**src/rtl/timer_pkg.sv**
```systemverilog
// Shared types and constants for the mm:ss countdown timer.
package timer_pkg;

  localparam int DIGIT_W      = 4;
  localparam int SEC_TENS_MAX = 5;
  localparam int ONES_MAX     = 9;
  localparam int MIN_TENS_MAX = 5;
  localparam int NUM_DIGITS   = 4;

  typedef logic [DIGIT_W-1:0] digit_t;

  typedef enum logic [1:0] {
    ST_IDLE  = 2'd0,
    ST_RUN   = 2'd1,
    ST_PAUSE = 2'd2,
    ST_DONE  = 2'd3
  } state_t;

  // Digit index 0 is seconds-ones, 3 is minutes-tens; even digits are ones.
  function automatic int digit_max(input int idx);
    case (idx)
      1:       return SEC_TENS_MAX;
      3:       return MIN_TENS_MAX;
      default: return ONES_MAX;
    endcase
  endfunction

  // Saturate an out-of-range BCD load value to the digit's maximum.
  function automatic digit_t clamp_digit(input digit_t val, input digit_t max_val);
    return (val > max_val) ? max_val : val;
  endfunction

endpackage

```
**src/rtl/countdown_timer_if.sv**
```systemverilog
// Control, load and status signals between the timer and its host.
interface countdown_timer_if;
  import timer_pkg::*;

  logic   tick_in;
  logic   start_stop;
  logic   clear;
  logic   load;
  digit_t load_mt;
  digit_t load_mo;
  digit_t load_st;
  digit_t load_so;
  digit_t min_tens;
  digit_t min_ones;
  digit_t sec_tens;
  digit_t sec_ones;
  logic   running;
  logic   done;
  logic   expire;

  modport master (
    output tick_in, start_stop, clear, load,
    output load_mt, load_mo, load_st, load_so,
    input  min_tens, min_ones, sec_tens, sec_ones,
    input  running, done, expire
  );

  modport slave (
    input  tick_in, start_stop, clear, load,
    input  load_mt, load_mo, load_st, load_so,
    output min_tens, min_ones, sec_tens, sec_ones,
    output running, done, expire
  );

endinterface

```
**src/rtl/bcd_down_digit.sv**
```systemverilog
// One registered BCD down-counting digit; wraps 0 -> MAX and signals a borrow.
module bcd_down_digit
  import timer_pkg::*;
#(
  parameter int MAX = 9
) (
  input  logic   clk,
  input  logic   rst,
  input  logic   dec,
  input  logic   load,
  input  digit_t load_val,
  output digit_t digit,
  output logic   borrow_out
);

  localparam digit_t MAX_D = digit_t'(MAX);

  digit_t r_digit;

  // Load (clamped) takes precedence over a decrement in the same cycle.
  always_ff @(posedge clk or posedge rst) begin
    if (rst) begin
      r_digit <= '0;
    end else if (load) begin
      r_digit <= clamp_digit(load_val, MAX_D);
    end else if (dec) begin
      r_digit <= (r_digit == '0) ? MAX_D : r_digit - digit_t'(1);
    end
  end

  assign digit      = r_digit;
  assign borrow_out = dec && (r_digit == '0);

endmodule

```
**src/rtl/countdown_timer.sv**
```systemverilog
// mm:ss countdown timer: tick edge detect, control FSM and a four-digit BCD chain.
module countdown_timer
  import timer_pkg::*;
(
  input  logic               clk,
  input  logic               rst,
  countdown_timer_if.slave   bus
);

  state_t r_state;
  state_t w_state_next;
  logic   r_tick_q;
  logic   r_expire;
  logic   w_expire_next;
  logic   w_tick;
  logic   w_load_ok;
  logic   w_load_en;
  logic   w_dec;
  logic   w_zero;
  logic   w_at_one;

  digit_t                w_digit    [NUM_DIGITS];
  digit_t                w_load_raw [NUM_DIGITS];
  digit_t                w_load_val [NUM_DIGITS];
  logic [NUM_DIGITS:0]   w_borrow;

  // One tick per rising edge of the divided clock level.
  assign w_tick = bus.tick_in && !r_tick_q;

  // A load only lands when the count is not being consumed.
  assign w_load_ok = bus.load && ((r_state == ST_IDLE) || (r_state == ST_PAUSE));
  // Clear is a load of zeros into every digit.
  assign w_load_en = bus.clear || w_load_ok;

  // Ticks count down only in RUN, and lose to clear and start_stop.
  assign w_dec = (r_state == ST_RUN) && !bus.clear && !bus.start_stop && w_tick;

  assign w_load_raw[0] = bus.load_so;
  assign w_load_raw[1] = bus.load_st;
  assign w_load_raw[2] = bus.load_mo;
  assign w_load_raw[3] = bus.load_mt;

  assign w_borrow[0] = w_dec;

  genvar gi;
  generate
    for (gi = 0; gi < NUM_DIGITS; gi++) begin : g_digit
      assign w_load_val[gi] = bus.clear ? digit_t'(0) : w_load_raw[gi];

      bcd_down_digit #(
        .MAX (digit_max(gi))
      ) u_digit (
        .clk        (clk),
        .rst        (rst),
        .dec        (w_borrow[gi]),
        .load       (w_load_en),
        .load_val   (w_load_val[gi]),
        .digit      (w_digit[gi]),
        .borrow_out (w_borrow[gi+1])
      );
    end
  endgenerate

  assign w_zero   = (w_digit[3] == '0) && (w_digit[2] == '0) &&
                    (w_digit[1] == '0) && (w_digit[0] == '0);
  assign w_at_one = (w_digit[3] == '0) && (w_digit[2] == '0) &&
                    (w_digit[1] == '0) && (w_digit[0] == digit_t'(1));

  // Next-state and expire decode, in priority clear > load > start_stop > tick.
  always_comb begin
    w_state_next  = r_state;
    w_expire_next = 1'b0;
    if (bus.clear) begin
      w_state_next = ST_IDLE;
    end else if (w_load_ok) begin
      w_state_next = r_state;
    end else begin
      case (r_state)
        ST_IDLE: begin
          if (bus.start_stop && !w_zero) w_state_next = ST_RUN;
        end
        ST_RUN: begin
          if (bus.start_stop) begin
            w_state_next = ST_PAUSE;
          end else if (w_dec && (w_at_one || w_borrow[NUM_DIGITS])) begin
            // The underflow term only guards against an unreachable 00:00 in RUN.
            w_state_next  = ST_DONE;
            w_expire_next = 1'b1;
          end
        end
        ST_PAUSE: begin
          if (bus.start_stop) w_state_next = w_zero ? ST_IDLE : ST_RUN;
        end
        ST_DONE: begin
          if (bus.start_stop) w_state_next = ST_IDLE;
        end
        default: w_state_next = ST_IDLE;
      endcase
    end
  end

  // State, tick history and the registered expire pulse.
  always_ff @(posedge clk or posedge rst) begin
    if (rst) begin
      r_state  <= ST_IDLE;
      r_tick_q <= 1'b0;
      r_expire <= 1'b0;
    end else begin
      r_state  <= w_state_next;
      r_tick_q <= bus.tick_in;
      r_expire <= w_expire_next;
    end
  end

  assign bus.sec_ones = w_digit[0];
  assign bus.sec_tens = w_digit[1];
  assign bus.min_ones = w_digit[2];
  assign bus.min_tens = w_digit[3];
  assign bus.running  = (r_state == ST_RUN);
  assign bus.done     = (r_state == ST_DONE);
  assign bus.expire   = r_expire;

endmodule

```
**src/flat_wrapper.sv**
```systemverilog
// flat-port wrapper written by rule: the top's interface ports become plain ports
module countdown_timer_flat import timer_pkg::*;
  (clk, rst, bus_tick_in, bus_start_stop, bus_clear, bus_load, bus_load_mt, bus_load_mo, bus_load_st, bus_load_so, bus_min_tens, bus_min_ones, bus_sec_tens, bus_sec_ones, bus_running, bus_done, bus_expire);
  countdown_timer_if bus_i ();
  input  logic clk;
  input  logic rst;
  input wire logic [$bits(bus_i.tick_in)-1:0] bus_tick_in;
  input wire logic [$bits(bus_i.start_stop)-1:0] bus_start_stop;
  input wire logic [$bits(bus_i.clear)-1:0] bus_clear;
  input wire logic [$bits(bus_i.load)-1:0] bus_load;
  input wire logic [$bits(bus_i.load_mt)-1:0] bus_load_mt;
  input wire logic [$bits(bus_i.load_mo)-1:0] bus_load_mo;
  input wire logic [$bits(bus_i.load_st)-1:0] bus_load_st;
  input wire logic [$bits(bus_i.load_so)-1:0] bus_load_so;
  output wire logic [$bits(bus_i.min_tens)-1:0] bus_min_tens;
  output wire logic [$bits(bus_i.min_ones)-1:0] bus_min_ones;
  output wire logic [$bits(bus_i.sec_tens)-1:0] bus_sec_tens;
  output wire logic [$bits(bus_i.sec_ones)-1:0] bus_sec_ones;
  output wire logic [$bits(bus_i.running)-1:0] bus_running;
  output wire logic [$bits(bus_i.done)-1:0] bus_done;
  output wire logic [$bits(bus_i.expire)-1:0] bus_expire;
  assign bus_i.tick_in = bus_tick_in;
  assign bus_i.start_stop = bus_start_stop;
  assign bus_i.clear = bus_clear;
  assign bus_i.load = bus_load;
  assign bus_i.load_mt = bus_load_mt;
  assign bus_i.load_mo = bus_load_mo;
  assign bus_i.load_st = bus_load_st;
  assign bus_i.load_so = bus_load_so;
  assign bus_min_tens = bus_i.min_tens;
  assign bus_min_ones = bus_i.min_ones;
  assign bus_sec_tens = bus_i.sec_tens;
  assign bus_sec_ones = bus_i.sec_ones;
  assign bus_running = bus_i.running;
  assign bus_done = bus_i.done;
  assign bus_expire = bus_i.expire;
  countdown_timer u_core (.clk(clk), .rst(rst), .bus(bus_i));
endmodule
```
**config.mk**
```make
export PLATFORM = sky130hd
export DESIGN_NAME = countdown_timer_flat
export DESIGN_NICKNAME = d
export VERILOG_FILES = /design/src/rtl/timer_pkg.sv /design/src/rtl/countdown_timer_if.sv /design/src/rtl/bcd_down_digit.sv /design/src/rtl/countdown_timer.sv /design/src/flat_wrapper.sv
export SDC_FILE = /design/constraint.sdc
export NUM_CORES = 1
export LEC_CHECK = 0
export ABC_CLOCK_PERIOD_IN_PS = 2600
export BUFFER_PORTS_ARGS = -buffer_cell sky130_fd_sc_hd__buf_2
export CAP_MARGIN = 40
export CORE_MARGIN = 2
export CORE_UTILIZATION = 53
export CTS_CLUSTER_SIZE = 40
export DETAILED_ROUTE_END_ITERATION = 12
export PLACE_DENSITY = 0.84
export SYNTH_ARGS = -nofsm -noshare
export SYNTH_HDL_FRONTEND = slang
export SYNTH_SLANG_ARGS = --single-unit
```
**constraint.sdc**
```tcl
create_clock -name clk -period 2.6 [get_ports clk]
set_input_delay 0.52 -clock clk [delete_from_list [all_inputs] [get_ports clk]]
set_output_delay 0.52 -clock clk [all_outputs]
set_load 0.03 [all_outputs]
```
; After elaboration in Yosys (flattened, before gate mapping)
; Index checks and enable logic that the tools add are counted.
[classes]
n_addsub = 4
n_mul = 0
div_mod_pow = 0
n_lt_le_gt_ge = 4
n_eq_ne = 9
n_shift = 0
mux = 34
bitwise = 0
n_reduce_logical = 32
[ops]
columns = op, count
row1 = 4-bit two-way mux, 20
row2 = 4-bit logical NOT, 4
row3 = 4-bit by 1-bit subtractor with 4-bit output (second input constant), 4
row4 = 1-bit logical AND, 15
row5 = 2-bit two-way mux, 7
row6 = 3-bit != test (second input constant), 3
row7 = 4-bit by 3-bit > comparator with 1-bit output (second input constant), 2
row8 = 4-bit > comparator (second input constant), 2
row9 = 2-bit one-hot mux with 4 select lines, 1
row10 = 2-bit nonzero test, 4
row11 = 1-bit two-way mux, 6
row12 = 5-bit AND reduction, 1
row13 = 2-bit equality test (second input constant), 2
row14 = 4-bit by 1-bit equality test with 1-bit output (second input constant), 1
row15 = 1-bit logical NOT, 4
row16 = 4-bit by 3-bit != test with 1-bit output (second input constant), 1
row17 = 1-bit logical OR, 3
row18 = 2-bit by 1-bit equality test with 1-bit output (second input constant), 1
row19 = 2-bit logical NOT, 1
row20 = 2-bit != test (second input constant), 1
[totals]
ff_bits = 20
latch_bits = 0
ramBits = 0
romBits = 0
inputBits = 22
output_inout_bits = 19
word_cells = 90
mem_count = 0

; Longest topological paths before layout
; Gate-level depths: netlist (run 1).
[logic_depth]
depth_word = 15
ltp_mapped = 6
mapped_depth_nobuf = 5

; Cells and area by module
; From an unflattened synthesis (run 1), not the netlist that was laid out.
[hier_totals]
hier_cells = 140
area_unflattened_um2 = 1301.2
[modules_own_cells]
columns = mod, n_inst, cells_per_inst, area_per_inst_um2, seq_area_each_um2
row1 = bcd_down_digit at u_core.g_digit[0].u_digit ..., 2, 25, 251.5, 100.1
row2 = bcd_down_digit at u_core.g_digit[1].u_digit ..., 2, 22, 211.5, 100.1
row3 = countdown_timer, 1, 46, 375.4, 100.1

; Least setup slack after synthesis (run 1)
; No wires, ideal clock.
[synth_timing]
path_type = reg2reg
from = reg u_core.g_digit[1].u_digit.r_digit[0]
to = reg u_core.g_digit[2].u_digit.r_digit[1]
setup_time_ns = 0.064
arrival_time_ns = 1.895
t_required_ns = 2.536
setup_slack_ns = 0.640
stages_incl_launch_ff = 7
path_buffers = 1
period_less_slack_ns = 1.960
path_cell_list = dfrtp_1 -> nor4_4 -> nand4_1 -> buf_2 -> or4_1 -> a21oi_1 -> a21o_1
[synth_between]
elab_chain_cells = 3
[synth_rtl]
columns = item, line
row1 = start: declaration, bcd_down_digit.sv:18  ; digit_t r_digit;
row2 = start signal: assignment, bcd_down_digit.sv:25  ; r_digit <= clamp_digit(load_val, MAX_D);
row3 = start signal: assignment, bcd_down_digit.sv:27  ; r_digit <= (r_digit == '0) ? MAX_D : r_digit - digit_t'(1);
row4 = 4-bit logical NOT, bcd_down_digit.sv:32  ; assign borrow_out = dec && (r_digit == '0);
row5 = 1-bit logical AND, bcd_down_digit.sv:32
row6 = 2-bit nonzero test (no line), --
row7 = end signal: assignment, bcd_down_digit.sv:25
row8 = end signal: assignment, bcd_down_digit.sv:27
row9 = end: declaration, bcd_down_digit.sv:18
; Every way passes these cells.
; A chain may end at the register's enable or synchronous reset.

; Final worst setup path (run 1)
[layout_timing]
from = in bus_clear
to = reg u_core.g_digit[0].u_digit.r_digit[2]
[layout_between]
elab_chain_cells = 5
word_cells_on_any_way = 10
cone_classes = order compare (1) / mux (3) / reduce/logical (6)
[layout_rtl]
columns = item, line
row1 = start: declaration, flat_wrapper.sv:9  ; input wire logic [$bits(bus_i.clear)-1:0] bus_clear;
row2 = branches (longest 5 deep; another with 4-bit > comparator), --
row3 = end signal: assignment, bcd_down_digit.sv:25
row4 = end signal: assignment, bcd_down_digit.sv:27
row5 = end: declaration, bcd_down_digit.sv:18
; Several ways; the timed one is not identified.

==> results of run 1 <==
==> state kept, by name, summed over array words and instances (netlist names) <==
name and flops:
u_core.g_digit.u_digit.digit 16, u_core.bus.expire 1, u_core.r_tick_q 1, u_core.r_state 2
==> cells by family (layout without fill, tap and decap cells) <==
group	after synthesis	after routing	synth area share, %
and+or+nand+nor	55	55	29.73
DFF	20	20	42.02
buffers and inverters	6	48	1.996
AOI/OAI and AO/OA	39	39	22.59
xor gates and xnor gates	5	5	3.677
==> metal layers <==
metal  wire [µm]  GRT usage, %  up-vias
li1            -             -      572
met1        1339         34.08      588
met2        1460         38.89       53
met3         181         3.509        8
met4          76         14.91        0
met5           0             0        -
==> synth_stat cells, types with 3 or more instances <==
cell type  instances
nor3_1             3
o211ai_1           3
inv_1              3
nand3_1            6
nand2b_1           5
nor2_1            15
nand2_1            4
xor2_1             3
a221oi_1           3
dfrtp_1           20
a21oi_1            5
o21ai_0           10
nor4_1             6
==> through the flow <==
step	util, %	worst slack [ns]	total power, µW
6_report	66.90	0.5968	681.1
5_1_grt	66.90	0.5095	713.6
4_1_cts	66.90	0.6400	684.0
3_5_place_dp	65.86	0.4298	536.5
3_3_place_gp	65.86	0.4927	533.3
2_1_floorplan	-	0.6405	474.7
==> layout make-up <==
cell class                 instances  area share (%)
clock buffer                       3           1.552
inverter                           3          0.7759
multi-input combinational         99           45.95
sequential                        20           34.48
tap                               28           2.414
timing repair buffer              42           14.83
==> path summary, 6_finish.rpt <==
| path | startpoint | end | slack [ns] | cells past startpoint |
|---|---|---|---|---|
| max in group asynchronous | rst | u_core.g_digit[2].u_digit.digit[3]$_DFFE_PP0P_ | 1.78 | 2 |
| max | bus_clear | u_core.g_digit[0].u_digit.digit[2]$_DFFE_PP0P_ | 0.60 | 6 |
| min in group clk | bus_tick_in | u_core.r_tick_q$_DFF_PP0_ | 0.35 | 1 |
| min reg2reg | u_core.r_state[1]$_DFFE_PP0P_ | u_core.r_state[1]$_DFFE_PP0P_ | 0.54 | 1 |
| max reg2reg | u_core.g_digit[1].u_digit.digit[0]$_DFFE_PP0P_ | u_core.g_digit[2].u_digit.digit[2]$_DFFE_PP0P_ | 0.64 | 5 |
| min | rst | u_core.g_digit[1].u_digit.digit[2]$_DFFE_PP0P_ | 0.34 | 2 |
==> report_power, final <==
group / leakage (µW) / total (µW) / switching [µW] / internal, µW
registers: 0.000266 / 360 / 32.1 / 328
clock network: 0.0000138 / 148 / 94.3 / 53.9
logic: 0.000402 / 173 / 106 / 66.4
==> critical path: stages <==
cell and delay, ns:
buf_2 0.20, nor4b_4 0.34, nand2_1 0.21, a2111oi_0 0.54, o21ai_0 0.23, o21a_1 0.16
==> run_results.csv, run 1 <==
group,metric,value,unit
sta,setup_total_negative_slack,0,ns
finish,area_growth,21.85,%
cts,clk_pin_slew,0.11,ns
cts,hold_buffers,0,
global_route,grt_max_degree,21,
route,wl,3058,µm
synth,syn_area_per_cell,9.529,µm²
cts,clock_latency,0.30,ns
placement,place_congestion,0.8533,
cts,post-cts-setup-buffer-count,0,
route,wl_per_cell,15.68,µm
global_route,grt_pass1_vias,1119,
synth,synth_top_area_cell,"dfrtp_1",
finish,multi_input_area,666.9,µm²
placement,post-place-cells,192,
cts,cts_resized,0,
global_route,grt_pass1_wl,4933,µm
finish,diodes,0,
synth,synth_edf_count,0,
worst_setup_path,crit_arrival,2.20,ns
sta,fin_crit_sh,77.05,%
sta,finalClockSkew,0.002141,ns
sta,max_freq,499.2,MHz
cts,cts_sinks,20,
synth,ys_types,41,
floorplan,rows,17,
run_status,status,"completed",
worst_hold_path,hp-class,"input pin to async pin",
floorplan,die_w,51.41,µm
synth,synthArstFlopShare,100.0,%
sta,rsz0062_at_grt,"no",
finish,regArea,500.5,µm²
placement,dp_hpwl,2229,µm
sta,final-setup-viol-count,0,
finish,final_common_cell,"buf_2",
sta,worstMarginPinSlew,0.7679,ns
power,vdd_ir_drop_max,0.3405,mV
worst_setup_path,critPathMaxFanout,15,
finish,final_cell_area,1451,µm²
synth,synth-main-ff-cell,"dfrtp_1",
global_route,grt-ovfl-total,0,
floorplan,initial_utilization,54.90,%
synth,synth_area,1191,µm²
power,powerDensity,469.3,nW/µm²
synth,syn_inst,125,
floorplan,io_pins,41,
synth,synth.area.top_cells,"dfrtp_1 (42%), nor2_1 (4.7%), o21ai_0 (4.2%)",
cts,numCtsBuffers,3,
sta,hold_violations,0,
worst_setup_path,critPathRequiredTime,2.80,ns
synth,synth_top_area_share,42.02,%
route,dr.pass1.iters,4,
floorplan,coreArea,2170,µm²
global_route,antenna_found_initial,0,
floorplan,die-area,2642,µm²
cts,clockBufferDepth,2,
sta,hold_slack,0.3377,ns
finish,final_cell_mix,"buf_2 (40), dfrtp_1 (20), nor2_1 (15), o21ai_0 (10)",
worst_setup_path,path_class,"input pin to register",
sta,slew_headroom,48.75,%
route,ant_nets,0,
cts,cts_max_level,1,
floorplan,die_h,51.41,µm
global_route,grt_usage,25.40,%
synth,ys_seq_area_share,42.02,%
synth,ys_warn_count,0,
finish,layout.nets,191,
cts,cts-root-buf,"clkbuf_4",
route,vias,1221,
power,p_leak,0.0006821,µW
run,maxCapViolations,0,
route,remaining_drc_errors,0,
placement,placed_cell_area,1429,µm²
route,viasPerCell,6.262,
worst_setup_path,worst_setup_path_start_kind,"input pin",
worst_setup_path,cp-end-kind,"register",
sta,finalCriticalPeriod,2.003,ns
sta,finalMaxSlewViolations,0,
finish,final_cells,195,
route,drt_iter0_drc,36,
cts,cts_tree,"done",
synth,ys_seq_elements,20,
placement,io_buffers,40,
finish,drive_gt1_share,29.94,%
finish,num-fill-cells,193,
synth,synth_nets,147,
Note: power is estimated with default switching activity, not from simulation.
==> run 2, diff against run 1 <==
--- a/config.mk
+++ b/config.mk
@@ -5,14 +5,14 @@
 export SDC_FILE = /design/constraint.sdc
 export NUM_CORES = 1
 export LEC_CHECK = 0
-export ABC_CLOCK_PERIOD_IN_PS = 2600
+export ABC_CLOCK_PERIOD_IN_PS = 1800
 export BUFFER_PORTS_ARGS = -buffer_cell sky130_fd_sc_hd__buf_2
 export CAP_MARGIN = 40
 export CORE_MARGIN = 2
-export CORE_UTILIZATION = 53
+export CORE_UTILIZATION = 44
 export CTS_CLUSTER_SIZE = 40
 export DETAILED_ROUTE_END_ITERATION = 12
-export PLACE_DENSITY = 0.84
+export PLACE_DENSITY = 0.74
 export SYNTH_ARGS = -nofsm -noshare
 export SYNTH_HDL_FRONTEND = slang
 export SYNTH_SLANG_ARGS = --single-unit
==> constraint.sdc (replaced) <==
create_clock -name clk -period 1.8 [get_ports clk]
set_input_delay 0.36 -clock clk [delete_from_list [all_inputs] [get_ports clk]]
set_output_delay 0.36 -clock clk [all_outputs]
set_load 0.03 [all_outputs]
==> run_results.csv, run 2 (synthesized netlist as in run 1, its figures left out) <==
group,metric,value,unit
route,viasPerCell,5.927,
route,topRoutingLayerUsed,"met4",
floorplan,rows,18,
finish,regArea,509.2,µm²
route,wl_met2,1573,µm
power,p_leak,0.0007954,µW
finish,final_core_util,67.56,%
global_route,grt_pass1_vias,1278,
finish,drive_gt1_share,47.89,%
worst_setup_path,cp_slowest_cell,"dfrtp_2",
worst_setup_path,path_cells,"nor4_4 > nand4_1 > buf_4 > o31ai_1 > o21ai_1 > a22o_1",
finish,layout.nets,213,
cts,hold_buffers,0,
floorplan,die_w,56.03,µm
power,vdd_ir_drop_max,0.4264,mV
floorplan,die-area,3139,µm²
power,power,1082,µW
sta,postLayoutSetupSlackWorst,-0.03560,ns
floorplan,initial_utilization,47.22,%
worst_setup_path,path_class,"register to register",
finish,diodes,0,
cts,cts_max_level,1,
worst_setup_path,path_buf_inv,1,
power,powerDensity,634.7,nW/µm²
route,drt_iter0_drc,22,
placement,place_congestion,0.8208,
global_route,grt_usage,21.90,%
route,wl,3364,µm
worst_setup_path,cp_top_family,"compound AO/OA/AOI/OAI gates",
run_status,status,"finished, violations left",
worst_setup_path,critPathMaxFanout,4,
placement,dp_hpwl,2503,µm
worst_setup_path,r2r_end,"u_core.g_digit[2].u_digit.digit[2]$_DFFE_PP0P_",
route,vias,1304,
sta,worstMarginPinSlew,0.3808,ns
cts,clockBufferDepth,2,
finish,largest_reg_flops,16,
finish,final_common_cell,"buf_2",
route,remaining_drc_errors,0,
route,dr_wl_met3,204,µm
cts,cts-root-buf,"clkbuf_4",
finish,num-fill-cells,205,
worst_setup_path,cp-end-kind,"register",
route,wl_per_cell,15.29,µm
cts,cts_tree,"done",
route,wirelength_met1,1550,µm
worst_setup_path,setup.worst_path.end,"u_core.g_digit[2].u_digit.digit[2]$_DFFE_PP0P_",
global_route,grt_pass1_wl,5582,µm
worst_setup_path,critical_path_depth,6,
global_route,grt-ovfl-total,0,
worst_hold_path,hp-class,"input pin to async pin",
cts,cts_sinks,20,
worst_setup_path,crit_arrival,2.04,ns
floorplan,die_h,56.03,µm
worst_setup_path,critPathRequiredTime,2.01,ns
run_status,violations,"setup timing",
worst_setup_path,crit_path_max_incr_delay,0.45,ns
sta,final-setup-viol-count,1,
floorplan,coreArea,2522,µm²
cts,clock_latency,0.31,ns
worst_setup_path,rr_worst_depth,6,
global_route,antenna_found_initial,0,
sta,finalMaxSlewViolations,0,
worst_setup_path,critPathLaunch,"u_core.g_digit[0].u_digit.digit[2]$_DFFE_PP0P_",
placement,io_buffers,40,
floorplan,io_pins,41,
sta,max_freq,544.8,MHz
worst_setup_path,rr_startpoint,"u_core.g_digit[0].u_digit.digit[2]$_DFFE_PP0P_",
sta,hold_violations,0,
finish,multi_input_area,735.7,µm²
route,dr.pass1.iters,4,
global_route,grt_max_degree,21,
sta,fin_crit_sh,102.0,%
sta,rsz0062_at_grt,"yes",
finish,area_growth,43.07,%
sta,finalCriticalPeriod,1.836,ns
finish,final_cell_mix,"buf_2 (40), buf_4 (23), nor2_1 (15), dfrtp_1 (13), o21ai_0 (9)",
worst_setup_path,r2r_slack,-0.04,ns
sta,slew_headroom,73.96,%
cts,numCtsBuffers,3,
run,maxCapViolations,0,
cts,clk_pin_slew,0.12,ns
worst_setup_path,worst_setup_path_start_kind,"register",
sta,finalClockSkew,0.009832,ns
route,ant_nets,0,
==> run 2: changes by cell type in the layout (fill, tap and decap cells not counted), sizes merged <==
cell / before / now
buf: 42 / 64
clkbuf: 3 / 4
==> run 2: how the worst min path moves through the flow <==
stage | startpoint | endpoint | slack, ns | cells after the start
6_report | rst | u_core.g_digit[1].u_digit.digit[1]$_DFFE_PP0P_ | 0.05 | 3
5_1_grt | rst | u_core.g_digit[1].u_digit.digit[1]$_DFFE_PP0P_ | 0.08 | 3
3_5_place_dp | rst | u_core.r_state[0]$_DFFE_PP0P_ | 0.40 | 3
2_1_floorplan | rst | u_core.bus.expire$_DFF_PP0_ | 0.32 | 1
3_3_place_gp | rst | u_core.g_digit[0].u_digit.digit[3]$_DFFE_PP0P_ | 0.40 | 3
4_1_cts | rst | u_core.g_digit[1].u_digit.digit[1]$_DFFE_PP0P_ | 0.06 | 3
==> run 2: layer usage <==
| metal | GRT usage, % | vias up |
|---|---|---|
| met5 | 0 | - |
| met4 | 7.483 | 0 |
| met3 | 2.326 | 5 |
| met2 | 34.29 | 51 |
| met1 | 31.35 | 631 |
| li1 | - | 617 |
==> run 2: per-stage QoR <==
stage | setup slack, ns | TNS (ns) | instances | hold WS (ns) | instance area, µm²
detailed placement | -0.09107 | -0.1535 | 215 | 0.4023 | 1598
global route | -0.1454 | -0.4457 | 220 | 0.08157 | 1704
CTS | -0.01136 | -0.01136 | 220 | 0.06244 | 1637
floorplan | 0.001949 | 0 | 125 | 0.3233 | 1206
global placement | 0.0004766 | 0 | 215 | 0.3996 | 1598
finish | -0.03560 | -0.03560 | 220 | 0.04512 | 1704
==> run 2: final cells by class <==
cell class / count / share of cell area (%)
inverters: 3 / 0.6608
flip-flops and latches: 20 / 29.88
well taps: 30 / 2.203
repair buffers: 64 / 22.54
multi-input cells: 99 / 43.17
clock buffers: 4 / 1.542
==> run 2: what timing repair did <==
item | CTS | global route
endpoints found under the setup margin | 1 | 14
cloned | 0 | 0
pin swaps | 4 | 5
hold endpoints to repair | 0 | 0
gates resized for setup | 1 | 13
setup buffers | 1 | 0
==> run 2: worst reg2reg max path: cells and delay by family (launching register included) <==
family | cells | cell delay [ns]
AOI/OAI and AO/OA | 3 | 0.56
buffers and inverters | 1 | 0.20
DFF | 1 | 0.45
and+or+nand+nor | 2 | 0.53
==> run 2: power by group <==
group	total (µW)	switching [µW]	internal (µW)
clock	236	149	86.5
sequential	510	33.4	476
combinational	336	193	143
total	1080	375	706
